`src/rtl/axi_rw_arbiter_pkg.sv`:
```
// Shared definitions for the IFU/LSU arbiter in front of the AXI read/write bridge.
// Holds the FSM state encoding, size/request/owner codes and the winner-select helper.
package axi_rw_arbiter_pkg;

    typedef enum logic [1:0] {
        ARB_IDLE = 2'd0,
        ARB_BUSY = 2'd1,
        ARB_RESP = 2'd2
    } arb_state_e;

    localparam logic [1:0] SIZE_B = 2'd0;
    localparam logic [1:0] SIZE_H = 2'd1;
    localparam logic [1:0] SIZE_W = 2'd2;
    localparam logic [1:0] SIZE_D = 2'd3;

    localparam logic REQ_READ  = 1'b0;
    localparam logic REQ_WRITE = 1'b1;

    localparam logic OWN_IFU = 1'b0;
    localparam logic OWN_LSU = 1'b1;

    // Returns 1 when the LSU wins. A lone requester always wins; on contention
    // the preferred owner wins.
    function automatic logic pick_lsu(input logic ifu_v, input logic lsu_v, input logic pref);
        if (ifu_v && lsu_v) return (pref == OWN_LSU);
        return lsu_v;
    endfunction

endpackage

```
`src/rtl/axi_rw_arbiter_watchdog.sv`:
```
// arb_watchdog: loadable down-counter bounding one bridge transaction.
// Ports: clock, reset (sync, active-high), load (loads load_val, wins over en),
//        en (decrement, saturating at 0), load_val, expired (count is 0).
module arb_watchdog #(
    parameter int W = 10
) (
    input  logic         clock,
    input  logic         reset,
    input  logic         load,
    input  logic         en,
    input  logic [W-1:0] load_val,
    output logic         expired
);

    logic [W-1:0] cnt_q, cnt_d;

    always_comb begin
        cnt_d = cnt_q;
        if (load)                    cnt_d = load_val;
        else if (en && cnt_q != '0)  cnt_d = cnt_q - 1'b1;
    end

    always_ff @(posedge clock) begin
        if (reset) cnt_q <= '0;
        else       cnt_q <= cnt_d;
    end

    assign expired = (cnt_q == '0);

endmodule

```
`src/rtl/axi_rw_arbiter.sv`:
```
// axi_rw_arbiter: shares the single-port AXI read/write bridge between the IFU
// (read-only) and the LSU (read/write). One request is latched at a time, driven
// on bus_* until bus_done_i or watchdog expiry, then a one-cycle resp pulse with
// rdata/err goes back to the owner. A returned ID mismatch or a timeout sets err.
// Ports: clock, reset (sync, active-high); ifu_* and lsu_* requester ports;
//        bus_* bridge request/response ports. All outputs are registered.
// Config: AXI_ARB_RR_EN selects round-robin arbitration; undefined = fixed LSU priority.
module axi_rw_arbiter
    import axi_rw_arbiter_pkg::*;
#(
    parameter int              ADDR_W  = 32,
    parameter int              DATA_W  = 64,
    parameter int              ID_W    = 4,
    parameter logic [ID_W-1:0] IFU_ID  = 4'd0,
    parameter logic [ID_W-1:0] LSU_ID  = 4'd1,
    parameter int              TIMEOUT = 1023
) (
    input  logic              clock,
    input  logic              reset,
    input  logic              ifu_valid_i,
    input  logic [ADDR_W-1:0] ifu_addr_i,
    input  logic [1:0]        ifu_size_i,
    output logic              ifu_resp_o,
    output logic [DATA_W-1:0] ifu_rdata_o,
    output logic              ifu_err_o,
    input  logic              lsu_valid_i,
    input  logic              lsu_we_i,
    input  logic [ADDR_W-1:0] lsu_addr_i,
    input  logic [1:0]        lsu_size_i,
    input  logic [DATA_W-1:0] lsu_wdata_i,
    output logic              lsu_resp_o,
    output logic [DATA_W-1:0] lsu_rdata_o,
    output logic              lsu_err_o,
    output logic              bus_valid_o,
    output logic              bus_req_o,
    output logic [ADDR_W-1:0] bus_addr_o,
    output logic [1:0]        bus_size_o,
    output logic [DATA_W-1:0] bus_wdata_o,
    output logic [ID_W-1:0]   bus_id_o,
    input  logic              bus_done_i,
    input  logic [DATA_W-1:0] bus_rdata_i,
    input  logic [ID_W-1:0]   bus_rid_i
);

    localparam int WD_W = $clog2(TIMEOUT + 1);

    arb_state_e        state_q, state_d;
    logic              owner_q, owner_d;
    logic              bus_valid_q, bus_valid_d;
    logic              bus_req_q, bus_req_d;
    logic [ADDR_W-1:0] bus_addr_q, bus_addr_d;
    logic [1:0]        bus_size_q, bus_size_d;
    logic [DATA_W-1:0] bus_wdata_q, bus_wdata_d;
    logic [ID_W-1:0]   bus_id_q, bus_id_d;
    logic              ifu_resp_q, ifu_resp_d, ifu_err_q, ifu_err_d;
    logic              lsu_resp_q, lsu_resp_d, lsu_err_q, lsu_err_d;
    logic [DATA_W-1:0] ifu_rdata_q, ifu_rdata_d, lsu_rdata_q, lsu_rdata_d;

    logic              grant_lsu, start;
    logic              wd_load, wd_en, wd_expired;
    logic              fin, fin_err;
    logic [DATA_W-1:0] fin_data;

    assign start = (state_q == ARB_IDLE) && (ifu_valid_i || lsu_valid_i);

`ifdef AXI_ARB_RR_EN
    // Pointer names the preferred requester; after a grant it flips to the loser.
    logic ptr_q, ptr_d;

    assign grant_lsu = pick_lsu(ifu_valid_i, lsu_valid_i, ptr_q);

    always_comb begin
        ptr_d = ptr_q;
        if (start) ptr_d = grant_lsu ? OWN_IFU : OWN_LSU;
    end

    always_ff @(posedge clock) begin
        if (reset) ptr_q <= OWN_LSU;
        else       ptr_q <= ptr_d;
    end
`else
    assign grant_lsu = pick_lsu(ifu_valid_i, lsu_valid_i, OWN_LSU);
`endif

    arb_watchdog #(.W(WD_W)) u_wd (
        .clock    (clock),
        .reset    (reset),
        .load     (wd_load),
        .en       (wd_en),
        .load_val (WD_W'(TIMEOUT)),
        .expired  (wd_expired)
    );

    always_comb begin
        state_d     = state_q;
        owner_d     = owner_q;
        bus_valid_d = bus_valid_q;
        bus_req_d   = bus_req_q;
        bus_addr_d  = bus_addr_q;
        bus_size_d  = bus_size_q;
        bus_wdata_d = bus_wdata_q;
        bus_id_d    = bus_id_q;
        // Response fields are non-zero only during the RESP cycle.
        ifu_resp_d  = 1'b0;
        ifu_rdata_d = '0;
        ifu_err_d   = 1'b0;
        lsu_resp_d  = 1'b0;
        lsu_rdata_d = '0;
        lsu_err_d   = 1'b0;
        wd_load     = 1'b0;
        wd_en       = 1'b0;
        fin         = 1'b0;
        fin_err     = 1'b0;
        fin_data    = '0;

        case (state_q)
            ARB_IDLE: begin
                if (start) begin
                    state_d     = ARB_BUSY;
                    bus_valid_d = 1'b1;
                    wd_load     = 1'b1;
                    if (grant_lsu) begin
                        owner_d     = OWN_LSU;
                        bus_req_d   = lsu_we_i;
                        bus_addr_d  = lsu_addr_i;
                        bus_size_d  = lsu_size_i;
                        bus_wdata_d = lsu_wdata_i;
                        bus_id_d    = LSU_ID;
                    end else begin
                        owner_d     = OWN_IFU;
                        bus_req_d   = REQ_READ;
                        bus_addr_d  = ifu_addr_i;
                        bus_size_d  = ifu_size_i;
                        bus_wdata_d = '0;
                        bus_id_d    = IFU_ID;
                    end
                end
            end
            ARB_BUSY: begin
                wd_en = 1'b1;
                // Done wins over a same-cycle expiry.
                if (bus_done_i) begin
                    fin      = 1'b1;
                    fin_err  = (bus_rid_i != bus_id_q);
                    fin_data = (bus_req_q == REQ_WRITE) ? '0 : bus_rdata_i;
                end else if (wd_expired) begin
                    fin     = 1'b1;
                    fin_err = 1'b1;
                end
                if (fin) begin
                    state_d     = ARB_RESP;
                    bus_valid_d = 1'b0;
                    if (owner_q == OWN_LSU) begin
                        lsu_resp_d  = 1'b1;
                        lsu_rdata_d = fin_data;
                        lsu_err_d   = fin_err;
                    end else begin
                        ifu_resp_d  = 1'b1;
                        ifu_rdata_d = fin_data;
                        ifu_err_d   = fin_err;
                    end
                end
            end
            ARB_RESP: state_d = ARB_IDLE;
            default:  state_d = ARB_IDLE;
        endcase
    end

    always_ff @(posedge clock) begin
        if (reset) begin
            state_q     <= ARB_IDLE;
            owner_q     <= OWN_IFU;
            bus_valid_q <= 1'b0;
            bus_req_q   <= REQ_READ;
            bus_addr_q  <= '0;
            bus_size_q  <= SIZE_B;
            bus_wdata_q <= '0;
            bus_id_q    <= '0;
            ifu_resp_q  <= 1'b0;
            ifu_rdata_q <= '0;
            ifu_err_q   <= 1'b0;
            lsu_resp_q  <= 1'b0;
            lsu_rdata_q <= '0;
            lsu_err_q   <= 1'b0;
        end else begin
            state_q     <= state_d;
            owner_q     <= owner_d;
            bus_valid_q <= bus_valid_d;
            bus_req_q   <= bus_req_d;
            bus_addr_q  <= bus_addr_d;
            bus_size_q  <= bus_size_d;
            bus_wdata_q <= bus_wdata_d;
            bus_id_q    <= bus_id_d;
            ifu_resp_q  <= ifu_resp_d;
            ifu_rdata_q <= ifu_rdata_d;
            ifu_err_q   <= ifu_err_d;
            lsu_resp_q  <= lsu_resp_d;
            lsu_rdata_q <= lsu_rdata_d;
            lsu_err_q   <= lsu_err_d;
        end
    end

    assign bus_valid_o = bus_valid_q;
    assign bus_req_o   = bus_req_q;
    assign bus_addr_o  = bus_addr_q;
    assign bus_size_o  = bus_size_q;
    assign bus_wdata_o = bus_wdata_q;
    assign bus_id_o    = bus_id_q;
    assign ifu_resp_o  = ifu_resp_q;
    assign ifu_rdata_o = ifu_rdata_q;
    assign ifu_err_o   = ifu_err_q;
    assign lsu_resp_o  = lsu_resp_q;
    assign lsu_rdata_o = lsu_rdata_q;
    assign lsu_err_o   = lsu_err_q;

endmodule

```
`config.mk`:
```
export PLATFORM = sky130hd
export DESIGN_NAME = axi_rw_arbiter
export DESIGN_NICKNAME = d
export VERILOG_FILES = /design/src/rtl/axi_rw_arbiter_pkg.sv /design/src/rtl/axi_rw_arbiter_watchdog.sv /design/src/rtl/axi_rw_arbiter.sv
export SDC_FILE = /design/constraint.sdc
export NUM_CORES = 1
export LEC_CHECK = 0
export CORE_AREA = 2 2 173 175
export DETAILED_ROUTE_END_ITERATION = 6
export DIE_AREA = 0 0 175 177
export SETUP_SLACK_MARGIN = 0.2
export SYNTH_ARGS = -nofsm -noshare
export SYNTH_HDL_FRONTEND = slang
export SYNTH_HIERARCHICAL = 1
export SYNTH_SLANG_ARGS = --single-unit
```
`constraint.sdc`:
```
create_clock -name clock -period 3 [get_ports clock]
set_input_delay 0.75 -clock clock [delete_from_list [all_inputs] [get_ports clock]]
set_output_delay 0.75 -clock clock [all_outputs]
set_load 0.1 [all_outputs]
```
==> flow_summary.json <==
{
  "power_switching_w": 0.00293,
  "yosysUniqueCellTypes": 48,
  "drive_gt1_share_pct": 24.3,
  "cts.sinks": 245,
  "hp-class": "flip-flop to flip-flop",
  "diodes": 0,
  "fin_setup_tns_ps": 0,
  "cts.path.max_buffers": 3,
  "startpoint_type": "flip-flop",
  "routed_via_density": 4.59,
  "status": "finished clean",
  "grt_overflow": 0,
  "syn_avg_cell_area_um2": 9.97,
  "firstDrtPassIters": 4,
  "crit_type": "flip-flop to flip-flop",
  "async_flop_share_pct": 0,
  "fillers": 2739,
  "hold_violations": 0,
  "ctsResizeCount": 0,
  "numCtsBuffers": 27,
  "ys_seq_elements": 245,
  "endpoint_kind": "flip-flop",
  "cts_hold_buffers": 0,
  "cts_tree": "done",
  "initial_core_util_pct": 28.6,
  "clockPowerShare_pct": 38.8,
  "post-cts-setup-buffers": 0,
  "yosysWarningCount": 6,
  "cp.arrival_ps": 3000,
  "place_hpwl_um": 20800,
  "dieArea_um2": 31000,
  "maxCapViolations": 0,
  "grt_antenna_before_repair": 0,
  "synth-edff-count": 0,
  "worstHoldStart": "bus_wdata_o[44]",
  "drt_iter0_drc": 464,
  "required_ps": 3480,
  "slew_viol_final": 0,
  "synthTopCellsByArea": "dfxtp_1 59%, and3_1 9.6%, a21oi_1 6.3%",
  "io_buffers": 438,
  "instances_no_fill": 1656,
  "nNetsFinal": 1455,
  "skew_ps": 4.98,
  "fmax_mhz": 396,
  "synth_area_um2": 8360,
  "total_power_w": 0.00915,
  "post-synth-top-count-cell": "dfxtp_1",
  "reg2reg_depth": 8,
  "pin_count": 442,
  "multi_input_area_um2": 3110,
  "ys_seq_area_share_pct": 58.6,
  "seq_power_share_pct": 38.3,
  "rr_startpoint": "u_wd/cnt_q[0]",
  "path_clk_slew_ps": 60,
  "synth.top_cell.area_share_pct": 58.6,
  "rsz0062_at_grt": "no",
  "wire_per_inst_um": 18.0,
  "synth.top_cells.by_count": "245 x dfxtp_1, 128 x and3_1, 106 x a21oi_1",
  "r2r-end": "lsu_rdata_o[13]",
  "intPower_w": 0.00623,
  "root_buffer": "clkbuf_16",
  "power_density_nw_per_um2": 680,
  "routabilityCongestion": 0.783,
  "fin_crit_sh_pct": 84.1,
  "startpoint": "u_wd/cnt_q[0]",
  "finalCoreUtilization_pct": 46.1,
  "htreeDepth": 1,
  "setup_viol": 0,
  "synthCells": 839,
  "regArea_um2": 4900,
  "tightest_slew_ps": 664,
  "fp-row-count": 63,
  "via_count": 7606,
  "die_height_um": 177,
  "syn_to_final_growth_pct": 61.1,
  "swShare_pct": 32.0,
  "dp_cells": 1609,
  "grt_max_degree": 99,
  "irDropWorstVdd_mv": 0.521,
  "drtAntennaViolNets": 0,
  "grt_pass1_vias": 7488,
  "critPathMaxFanout": 66,
  "die_w_um": 175,
  "synth_area_leader_cell": "dfxtp_1",
  "grtUsageTotal_pct": 17.8,
  "reg2reg_slack_ps": 480,
  "core_area_um2": 29200,
  "ys.flop_type": "dfxtp_1",
  "drc": 0,
  "grt_pass1_wl_um": 43600,
  "routed_wl_um": 29700,
  "slew_headroom_pct": 55.7,
  "min_period_ps": 2520,
  "clk_latency_ps": 540,
  "cp-endpoint": "lsu_rdata_o[13]",
  "comb_power_share_pct": 22.9,
  "p_leak_nw": 6.16
}
cells by family after synthesis:
| kind of cell | count (synthesis) | share of synthesized area (%) |
|---|---|---|
| flip-flops | 245 | 58.6 |
| AND/OR/NAND/NOR | 241 | 16.4 |
| AO/OA/AOI/OAI | 222 | 15.2 |
| buffers and inverters | 90 | 4.97 |
| multiplexers | 36 | 4.31 |
| other | 2 | 0.0898 |
| XOR/XNOR | 2 | 0.209 |
| adder cells (fa/ha/maj) | 1 | 0.150 |
placed cells by master, fill, tap and decap left out, drive strengths merged, types with 5 or more instances in the layout:
cell type      synthesis  routed
nor3                   5       5
and3                 128     128
clkbuf                48      38
buf                   34     248
a21oi                106     106
nor2                  14      14
mux2i                 36      36
nand2                 69      69
bufinv                 0       5
clkdlybuf4s50          0     203
conb                   2      13
inv                    8       9
a211oi                37      37
o21ai                 67      67
dfxtp                245     245
layout make-up:
class | instances | share of cell area, %
Multi-Input combinational cell | 515 | 23.1
Clock buffer | 38 | 5.69
Timing Repair Buffer | 451 | 29.5
Sequential cell | 245 | 36.4
Inverter | 8 | 0.223
Tap cell | 390 | 3.62
Clock inverter | 9 | 1.39
how the worst min path moves through the flow:
stage / endpoint / slack, ps / cells past startpoint
CTS: bus_wdata_o[44] / 470 / 2
floorplan: u_wd/cnt_q[1] / 510 / 2
detailed placement: bus_wdata_o[44] / 470 / 2
finish: bus_wdata_o[44] / 470 / 2
global route: bus_wdata_o[57] / 490 / 2
global placement: bus_wdata_o[55] / 460 / 2
metrics by stage:
stage	hold WS, ps	cell area (µm²)	worst slack, ps
after floorplan	515	8400	766
after global placement	457	12500	612
after detailed placement	465	12500	518
after CTS	474	13500	489
after global routing	494	13500	324
final	469	13500	477
sequential cells by signal (all words and copies together), names as in the netlist, 2 cells and up:
signal       cells
bus_wdata_o     64
ifu_rdata_o     64
lsu_rdata_o     64
bus_addr_o      32
u_wd/cnt_q      10
bus_size_o       2
state_q          2
power groups by stage:
stage,Sequential [W],Clock [W],Combinational [W]
2_1_floorplan,0.00451,0,0.000501
3_3_place_gp,0.00357,0,0.00210
3_5_place_dp,0.00357,0,0.00210
4_1_cts,0.00351,0.00366,0.00211
5_1_grt,0.00352,0.00378,0.00219
6_report,0.00351,0.00356,0.00209
metal layers:
metal | global-route usage [%] | share of wire (%) | vias up
met1 | 21.6 | 42 | 3521
met4 | 5.00 | 2.5 | 0
li1 | - | - | 3739
met3 | 4.68 | 7.1 | 48
met5 | 0 | 0 | -
met2 | 31.3 | 48 | 298
worst max-delay path, stage by stage, from the launching register on:
cell and delay, ps:
dfxtp_1 320, inv_1 90, ha_1 220, or4b_4 510, nor3_2 280, nor2_1 220
nor4b_4 300, buf_12 300, and3_1 210
(Power assumes the default switching activity.)
